==> config.mk <==
export PLATFORM = sky130hd
export DESIGN_NAME = transpose_load_ctrl
export DESIGN_NICKNAME = d
export VERILOG_FILES = /design/src/rtl/transpose_pkg.sv /design/src/rtl/tile_addr_gen.sv /design/src/rtl/transpose_load_ctrl.sv
export SDC_FILE = /design/constraint.sdc
export NUM_CORES = 1
export LEC_CHECK = 0
export BUFFER_PORTS_ARGS = -buffer_cell sky130_fd_sc_hd__buf_2
export CAP_MARGIN = 10
export CORE_AREA = 8 8 443 445
export CTS_BUF_LIST = sky130_fd_sc_hd__clkbuf_16
export DETAILED_ROUTE_END_ITERATION = 10
export DIE_AREA = 0 0 451 453
export MAX_ROUTING_LAYER = met4
export PLACE_DENSITY = 0.36
export SETUP_SLACK_MARGIN = 0.2
export SLEW_MARGIN = 20
export SYNTH_ARGS = -nofsm -noshare
export SYNTH_HDL_FRONTEND = slang
export SYNTH_SLANG_ARGS = --single-unit
export TNS_END_PERCENT = 1
==> constraint.sdc <==
create_clock -name clk -period 2.54 [get_ports clk]
set_input_delay 0.254 -clock clk [delete_from_list [all_inputs] [get_ports clk]]
set_output_delay 0.254 -clock clk [all_outputs]
set_load 0.01 [all_outputs]
==> src/rtl/transpose_pkg.sv <==
// rtl/transpose_pkg.sv - shared state encoding, tile constants and types for the transpose load sequencer
package transpose_pkg;

    localparam int DIM_DEF      = 8;
    localparam int BITS_DEF     = 64;
    localparam int ADDR_W_DEF   = 32;
    localparam int ROW_BYTES    = DIM_DEF * BITS_DEF / 8;
    localparam int SHIFT_CYCLES = 3 * DIM_DEF - 2;

    typedef enum logic [1:0] {
        IDLE  = 2'd0,
        REQ   = 2'd1,
        LOAD  = 2'd2,
        SHIFT = 2'd3
    } state_e;

    typedef logic signed [DIM_DEF-1:0][BITS_DEF-1:0] row_t;

    function automatic int row_bytes(input int dim, input int bits);
        return dim * bits / 8;
    endfunction

    // A full tile needs 3*DIM-2 shifts to drain through the systolic array.
    function automatic int shift_cycles(input int dim);
        return 3 * dim - 2;
    endfunction

endpackage

==> src/rtl/tile_addr_gen.sv <==
// rtl/tile_addr_gen.sv - tile base/row registers and the row read address
module tile_addr_gen
    import transpose_pkg::*;
#(
    parameter int DIM    = DIM_DEF,
    parameter int BITS   = BITS_DEF,
    parameter int ADDR_W = ADDR_W_DEF,
    parameter int RW     = (DIM > 1) ? $clog2(DIM) : 1
) (
    input  logic              clk,
    input  logic              rst_n,
    input  logic              load_i,
    input  logic              inc_i,
    input  logic [ADDR_W-1:0] base_i,
    output logic [RW-1:0]     row_o,
    output logic [ADDR_W-1:0] addr_o
);

    localparam int ROW_B = row_bytes(DIM, BITS);
    localparam logic [ADDR_W-1:0] ROW_STRIDE = ADDR_W'(ROW_B);

    logic [ADDR_W-1:0] base_q, base_d;
    logic [RW-1:0]     row_q, row_d;

    always_comb begin
        base_d = base_q;
        row_d  = row_q;
        if (load_i) begin
            base_d = base_i;
            row_d  = '0;
        end else if (inc_i) begin
            row_d = row_q + RW'(1);
        end
    end

    always_ff @(posedge clk or negedge rst_n) begin
        if (!rst_n) begin
            base_q <= '0;
            row_q  <= '0;
        end else begin
            base_q <= base_d;
            row_q  <= row_d;
        end
    end

    // Constant stride multiply; the sum wraps modulo 2^ADDR_W by truncation.
    assign addr_o = base_q + ADDR_W'(row_q) * ROW_STRIDE;
    assign row_o  = row_q;

endmodule

==> src/rtl/transpose_load_ctrl.sv <==
// rtl/transpose_load_ctrl.sv - loads a DIM x DIM tile row-by-row into the transpose FIFOs, then drains it
module transpose_load_ctrl
    import transpose_pkg::*;
#(
    parameter int DIM    = DIM_DEF,
    parameter int BITS   = BITS_DEF,
    parameter int ADDR_W = ADDR_W_DEF
) (
    input  logic                              clk,
    input  logic                              rst_n,
    input  logic                              start,
    input  logic [ADDR_W-1:0]                 base_addr,
    input  logic                              stall,
    output logic                              busy,
    output logic                              done,
    output logic                              rd_req,
    output logic [ADDR_W-1:0]                 rd_addr,
    input  logic                              rd_valid,
    input  logic signed [DIM-1:0][BITS-1:0]   rd_data,
    output logic [DIM-1:0]                    fifo_wr_en,
    output logic signed [DIM-1:0][BITS-1:0]   fifo_row,
    output logic                              fifo_en,
    output logic signed [BITS-1:0]            fifo_d
);

    localparam int RW      = (DIM > 1) ? $clog2(DIM) : 1;
    localparam int CW      = $clog2(3 * DIM - 1);
    localparam int SHIFT_N = shift_cycles(DIM);

    localparam logic [RW-1:0]  LAST_ROW   = RW'(DIM - 1);
    localparam logic [CW-1:0]  SHIFT_LAST = CW'(SHIFT_N - 1);
    localparam logic [DIM-1:0] ONE_HOT0   = DIM'(1);

    state_e                            state_q;
    logic [CW-1:0]                     shift_cnt_q;
    logic                              done_q;
    logic                              rd_req_q;
    logic                              fifo_en_q;
    logic [DIM-1:0]                    wr_en_q;
    logic signed [DIM-1:0][BITS-1:0]   row_data_q;

    logic [RW-1:0] row;
    logic          addr_load;
    logic          addr_inc;

    assign addr_load = (state_q == IDLE) && start;
    assign addr_inc  = (state_q == LOAD) && (row != LAST_ROW);

    tile_addr_gen #(
        .DIM    (DIM),
        .BITS   (BITS),
        .ADDR_W (ADDR_W),
        .RW     (RW)
    ) u_addr (
        .clk    (clk),
        .rst_n  (rst_n),
        .load_i (addr_load),
        .inc_i  (addr_inc),
        .base_i (base_addr),
        .row_o  (row),
        .addr_o (rd_addr)
    );

    // fifo_en_q marks the current cycle as a shift; shift_cnt_q counts shifts already completed.
    always_ff @(posedge clk or negedge rst_n) begin
        if (!rst_n) begin
            state_q     <= IDLE;
            shift_cnt_q <= '0;
            done_q      <= 1'b0;
            rd_req_q    <= 1'b0;
            fifo_en_q   <= 1'b0;
            wr_en_q     <= '0;
            row_data_q  <= '0;
        end else begin
            done_q  <= 1'b0;
            wr_en_q <= '0;
            case (state_q)
                IDLE: begin
                    if (start) begin
                        rd_req_q <= 1'b1;
                        state_q  <= REQ;
                    end
                end
                REQ: begin
                    if (rd_valid) begin
                        row_data_q <= rd_data;
                        wr_en_q    <= ONE_HOT0 << row;
                        rd_req_q   <= 1'b0;
                        state_q    <= LOAD;
                    end
                end
                LOAD: begin
                    if (row == LAST_ROW) begin
                        shift_cnt_q <= '0;
                        fifo_en_q   <= 1'b1;
                        state_q     <= SHIFT;
                    end else begin
                        rd_req_q <= 1'b1;
                        state_q  <= REQ;
                    end
                end
                SHIFT: begin
                    if (fifo_en_q && (shift_cnt_q == SHIFT_LAST)) begin
                        fifo_en_q <= 1'b0;
                        done_q    <= 1'b1;
                        state_q   <= IDLE;
                    end else begin
                        if (fifo_en_q) begin
                            shift_cnt_q <= shift_cnt_q + CW'(1);
                        end
                        fifo_en_q <= ~stall;
                    end
                end
                default: state_q <= IDLE;
            endcase
        end
    end

    assign busy       = (state_q != IDLE);
    assign done       = done_q;
    assign rd_req     = rd_req_q;
    assign fifo_wr_en = wr_en_q;
    assign fifo_row   = row_data_q;
    assign fifo_en    = fifo_en_q;
    assign fifo_d     = '0;

    // Parallel load and shift must never overlap in the FIFO bank.
    assert property (@(posedge clk) disable iff (!rst_n) !((|wr_en_q) && fifo_en_q));
    assert property (@(posedge clk) disable iff (!rst_n) $onehot0(wr_en_q));

endmodule
== Word level (Yosys, flattened, before mapping) ==
Index checks and enable logic that the tools add are counted.
Storage, ports and cells
  bits in registers: 565
  output and inout bits: 620
  logic and storage cells: 69
Operators by class
  add/sub/neg operators: 3
  equal/unequal tests: 13
  shift-type cells: 1
  multiplexer cells: 22
  bitwise gates (word level): 1
  reductions and logical operators: 13
Operators with widths (count)
  adder 32 x 9 -> 32 bit: 1
  2-to-1 mux 8 bit: 2
  2-to-1 mux 5 bit: 3
  inequality test 2 bit (second input constant): 6
  case mux 5 bit (2 select lines): 1
  2-to-1 mux 2 bit: 4
  case mux 2 bit (4 select lines): 1
  AND reduction 4 bit: 2
  left shift 1 x 3 -> 8 bit (first input constant): 1
  2-to-1 mux 1 bit: 7
  2-to-1 mux 3 bit: 2
  nonzero test 2 bit: 3
  adder 5 x 1 -> 5 bit (second input constant): 1
  equality test 5 bit (second input constant): 1
  equality test 2 bit (second input constant): 2
  AND reduction 2 bit: 2
  adder 3 x 1 -> 3 bit (second input constant): 1
  equality test 3 bit (second input constant): 1
  logical AND 1 bit: 3
  inequality test 3 bit (second input constant): 1
  case mux 1 bit (3 select lines): 1
  AND reduction 3 bit: 1
  nonzero test 3 bit: 1
  equality test 2 x 1 -> 1 bit (second input constant): 1
  other kinds (4): 4

== Longest topological paths before layout ==
  depth in word-level cells: 4
  depth in mapped cells: 8
  gate-level depth less buffers: 7

== By module ==
From an unflattened synthesis, not the netlist that was laid out.
Second synthesis, totals
  cell total of the unflattened synthesis: 2476
  area total of the unflattened synthesis: 22909.5 um^2
By module, submodules not included
  transpose_load_ctrl: instances 1, cells each 2311, area each 20945.1 um^2, seq. area each 13262.7 um^2
  tile_addr_gen: instances 1, cells each 165, area each 1964.4 um^2, seq. area each 875.8 um^2

== Worst setup path after synthesis ==
No wires, ideal clock.
  path type: register to output
  from: register u_addr.row_q[0] (netlist: u_addr.row_o[0])
  to: output port rd_addr[22]
  arrival: 2.098 ns
  data required time: 2.286 ns
  slack: 0.188 ns
  cell stages (with the launch flop): 9
  path buffers: 1
  path through: dfrtp_1 -> ha_1 -> inv_1 -> fa_1 -> nand2b_1 -> a211o_1 -> buf_2 -> nor4_2 -> xor2_1
On the way
  longest elaborated chain between the ends: 1
Ends and longest elaborated chain
  start, declared: RTL line tile_addr_gen.sv:23  | logic [RW-1:0] row_q, row_d;
  start signal, assigned: RTL line tile_addr_gen.sv:42  | row_q <= row_d;
  adder 32 x 9 -> 32 bit: RTL line tile_addr_gen.sv:47  | assign addr_o = base_q + ADDR_W'(row_q) * ROW_STRIDE;
  end, declared: RTL line transpose_load_ctrl.sv:17  | output logic [ADDR_W-1:0] rd_addr,
No other way between the ends.

== Final worst setup path ==
Same ends and word-level chain as after synthesis.

==> impl_results.md <==
- GPL Wtd Cong: 0.816
- Post-detailed-route count of antenna-violating nets: 0
- Fin crit period: 3060 ps
- Maximum clock rate: 327 MHz
- Cell area after synthesis: 22700 sq um
- Post-synth EDFFs: 0
- Port Buffers: 1104
- Switching pwr: 17500 uW
- Post-Syn Area per Cell: 16.2 sq um
- Leak pwr: 0.0182 uW
- FFs w/ async S/R, synth: 100%
- Core Area: 189000 sq um
- Total Power: 46600 uW
- Max stage delay cell, worst path: a211o_4
- Clock slew at reported path FFs: 60 ps
- # H-tree levels: 3
- Initial core utilization: 12.0%
- Via count: 18500
- Total CTS buffers: 78
- Most common cell after layout, fill and taps aside: buf_2
- Min Hold Slack: 112 ps
- Comb pwr share: 42.9%
- CTS Sinks: 565
- Sum of buffers and inverters on the critical path: 3
- Overflow after GRT: 0
- Synthesized instance count: 1402
- Critical path, cell by cell: ha_2 > inv_2 > fa_2 > nand2b_4 > a211o_4 > buf_12 > nor4_4 > xor2_1 > buf_2
- Vias per inst: 3.22
- CP peak stage delay: 370 ps
- CTS tree: yes
- Post-synthesis sequential area ratio: 62.4%
- Cell internal pwr: 29100 uW
- Startpoint Class: register
- Vias in the first global route: 20400
- Clock power share: 22.3%
- Cell Rows: 160
- Worst skew pair latency: 700 ps
- Slew @ Worst Pin: 528 ps
- Initial antenna violation count: 55
- IO Pins: 1169
- DRC viols: 0
- Largest net degree at the start of global routing: 85
- Nets: 3697
- Drt first pass iters: 5
- R2r setup slk: 460 ps
- VDD IR max: 0.607 mV
- Seq pwr share: 34.8%
- Syn. warnings: 0
- Fillcell total: 20700
- Final setup fails: 19
- Period utilization: 121%
- Post-Route WL: 130000 um
- Setup_tns: -4910 ps
- Critical path class: register to primary output
- Failing checks: negative setup slack
- Outcome: finished, violations left
- Crit path max-delay family: adder cells
- Arrival @ worst endpoint: 2810 ps
- CP max FO: 7
- RSZ-0062 raised after global routing: true
- Final WS setup: -521 ps
- First-pass GRT wire length: 175000 um
- Final Skew: 24.6 ps
- Final Hold Viols: 0
- Total GRT Usage: 12.5%
- DR WL/cell: 22.6 um
- Total of max-cap violations: 0
- Sw Ratio: 37.6%
- Max-slew violation count: 0
- Post-synthesis cell type count: 38
- Die area: 204000 sq um
- Root Driver: clkbuf_16
- Pwr Density: 1180 nW/um^2
- Slew margin rel.: 64.8%
- Area delta synth->final: 74.4%
- Seq cells post-synth: 565
- Vert. Die Dim: 453 um
- Clock buffer depth: 3
- Die Width: 451 um
- Worst slack, placed: 22.2 ps
- Most frequent cells in the layout: buf_2, dfrtp_1, dlygate4sd3_1
- Crit end category: primary output
- Ratio of cells with drive above 1 in the final layout: 57.9%
- CP required: 2290 ps
- HPWL Detailed: 107000 um
- Initial DRC count: 757
- Main synth FF type: dfrtp_1
- Worst hold path type: input port to asynchronous set/reset pin
[cell usage after synthesis, types with 2 or more instances]
master      n  area (sq um)
dfrtp_1   565         14100
mux2_2    441          4970
buf_4     101           758
mux2_4    100          1500
nand2_1    22          82.6
buf_2      19          95.1
xnor2_1    16           140
inv_1      13          48.8
buf_6      12           135
ha_1       11           138
o21ai_0    11          55.1
and3_1     10          62.6
nand4_1     9          56.3
nor2_1      9          33.8
xor2_1      9          78.8
a21oi_1     8          40.0
nand3_1     8          40.0
nor3_1      5          25.0
a22o_1      4          35.0
and2_1      3          18.8
and4_1      3          26.3
nand2b_1    3          18.8
or2_2       3          18.8
clkbuf_1    2          7.51
nand3b_1    2          15.0
[metal layers]
layer | part of all wire, % | track usage [%] | up-vias
met2 | 50 | 21.2 | 600
met4 | 2.2 | 2.73 | 0
met5 | 0 | - | -
li1 | - | - | 8342
met3 | 4.8 | 2.81 | 130
met1 | 43 | 15.4 | 9408
[cell families after synthesis]
family,count (synthesis),share of synthesized area (%)
AOI/OAI and AO/OA,26,0.696
adders and majority gates,12,0.696
and+or+nand+nor,85,2.04
muxes,541,28.6
buffers and inverters,147,4.61
other,1,0.0166
xor gates and xnor gates,25,0.967
DFF,565,62.4
[per-stage QoR]
stage | instance area (sq um) | utilization (%) | std cells
6_report | 39500 | 20.9 | 5743
4_1_cts | 39400 | 20.8 | 5704
5_1_grt | 39500 | 20.9 | 5728
3_3_place_gp | 31400 | 16.6 | 5018
2_1_floorplan | 22900 | - | 1465
3_5_place_dp | 31400 | 16.6 | 5018
[power by group through the flow]
stage / combinational, uW / clock, uW / sequential (uW)
6_report: 20000 / 10400 / 16200
5_1_grt: 21300 / 11200 / 16800
4_1_cts: 20700 / 11000 / 16200
3_5_place_dp: 19700 / 0 / 16300
3_3_place_gp: 19700 / 0 / 16200
2_1_floorplan: 7810 / 0 / 18000
[worst reg2reg max path, delay by kind of cell (launching register included)]
family | cells | cell delay, ps
muxes | 1 | 440
and+or+nand+nor | 2 | 570
buffers and inverters | 2 | 570
DFF | 1 | 380
[area by class of cell]
cell class	instances	area [sq um]	share of cell area, %
flip-flops and latches	565	14100	35.8
repair buffers	1725	11900	30.1
clock inverters	59	398	1.01
clock buffers	78	1950	4.94
multi-input cells	753	7840	19.9
well taps	2511	3140	7.96
diodes	39	97.6	0.247
inverters	13	48.8	0.124
[timing repair]
item | CTS | global route
setup buffers | 2 | 0
hold endpoints to repair | 802 | 0
pin swaps | 8 | 2
hold buffers | 547 | 0
setup endpoints to repair | 24 | 25
resized for setup | 23 | 6
[flip-flops by register name, indices dropped and copies added, names as in the netlist]
register and cells:
fifo_wr_en 8, shift_cnt_q 5, fifo_en 1, fifo_row 512, rd_req 1, u_addr.row_o 3
done 1, state_q 2, u_addr.base_q 32
[worst paths after layout]
kind / start / end / cells after the start
setup / recovery: u_addr.row_o[0] / rd_addr[22] / 9
hold / removal: rst_n / fifo_row[130] / 2
setup reg to reg: state_q[1] / fifo_row[147] / 5
hold reg to reg: fifo_row[251] / fifo_row[251] / 1
max in group asynchronous: rst_n / fifo_row[57] / 3
min in group clk: rd_valid / state_q[1] / 4
No activity file was read; power rests on OpenSTA's default activity.
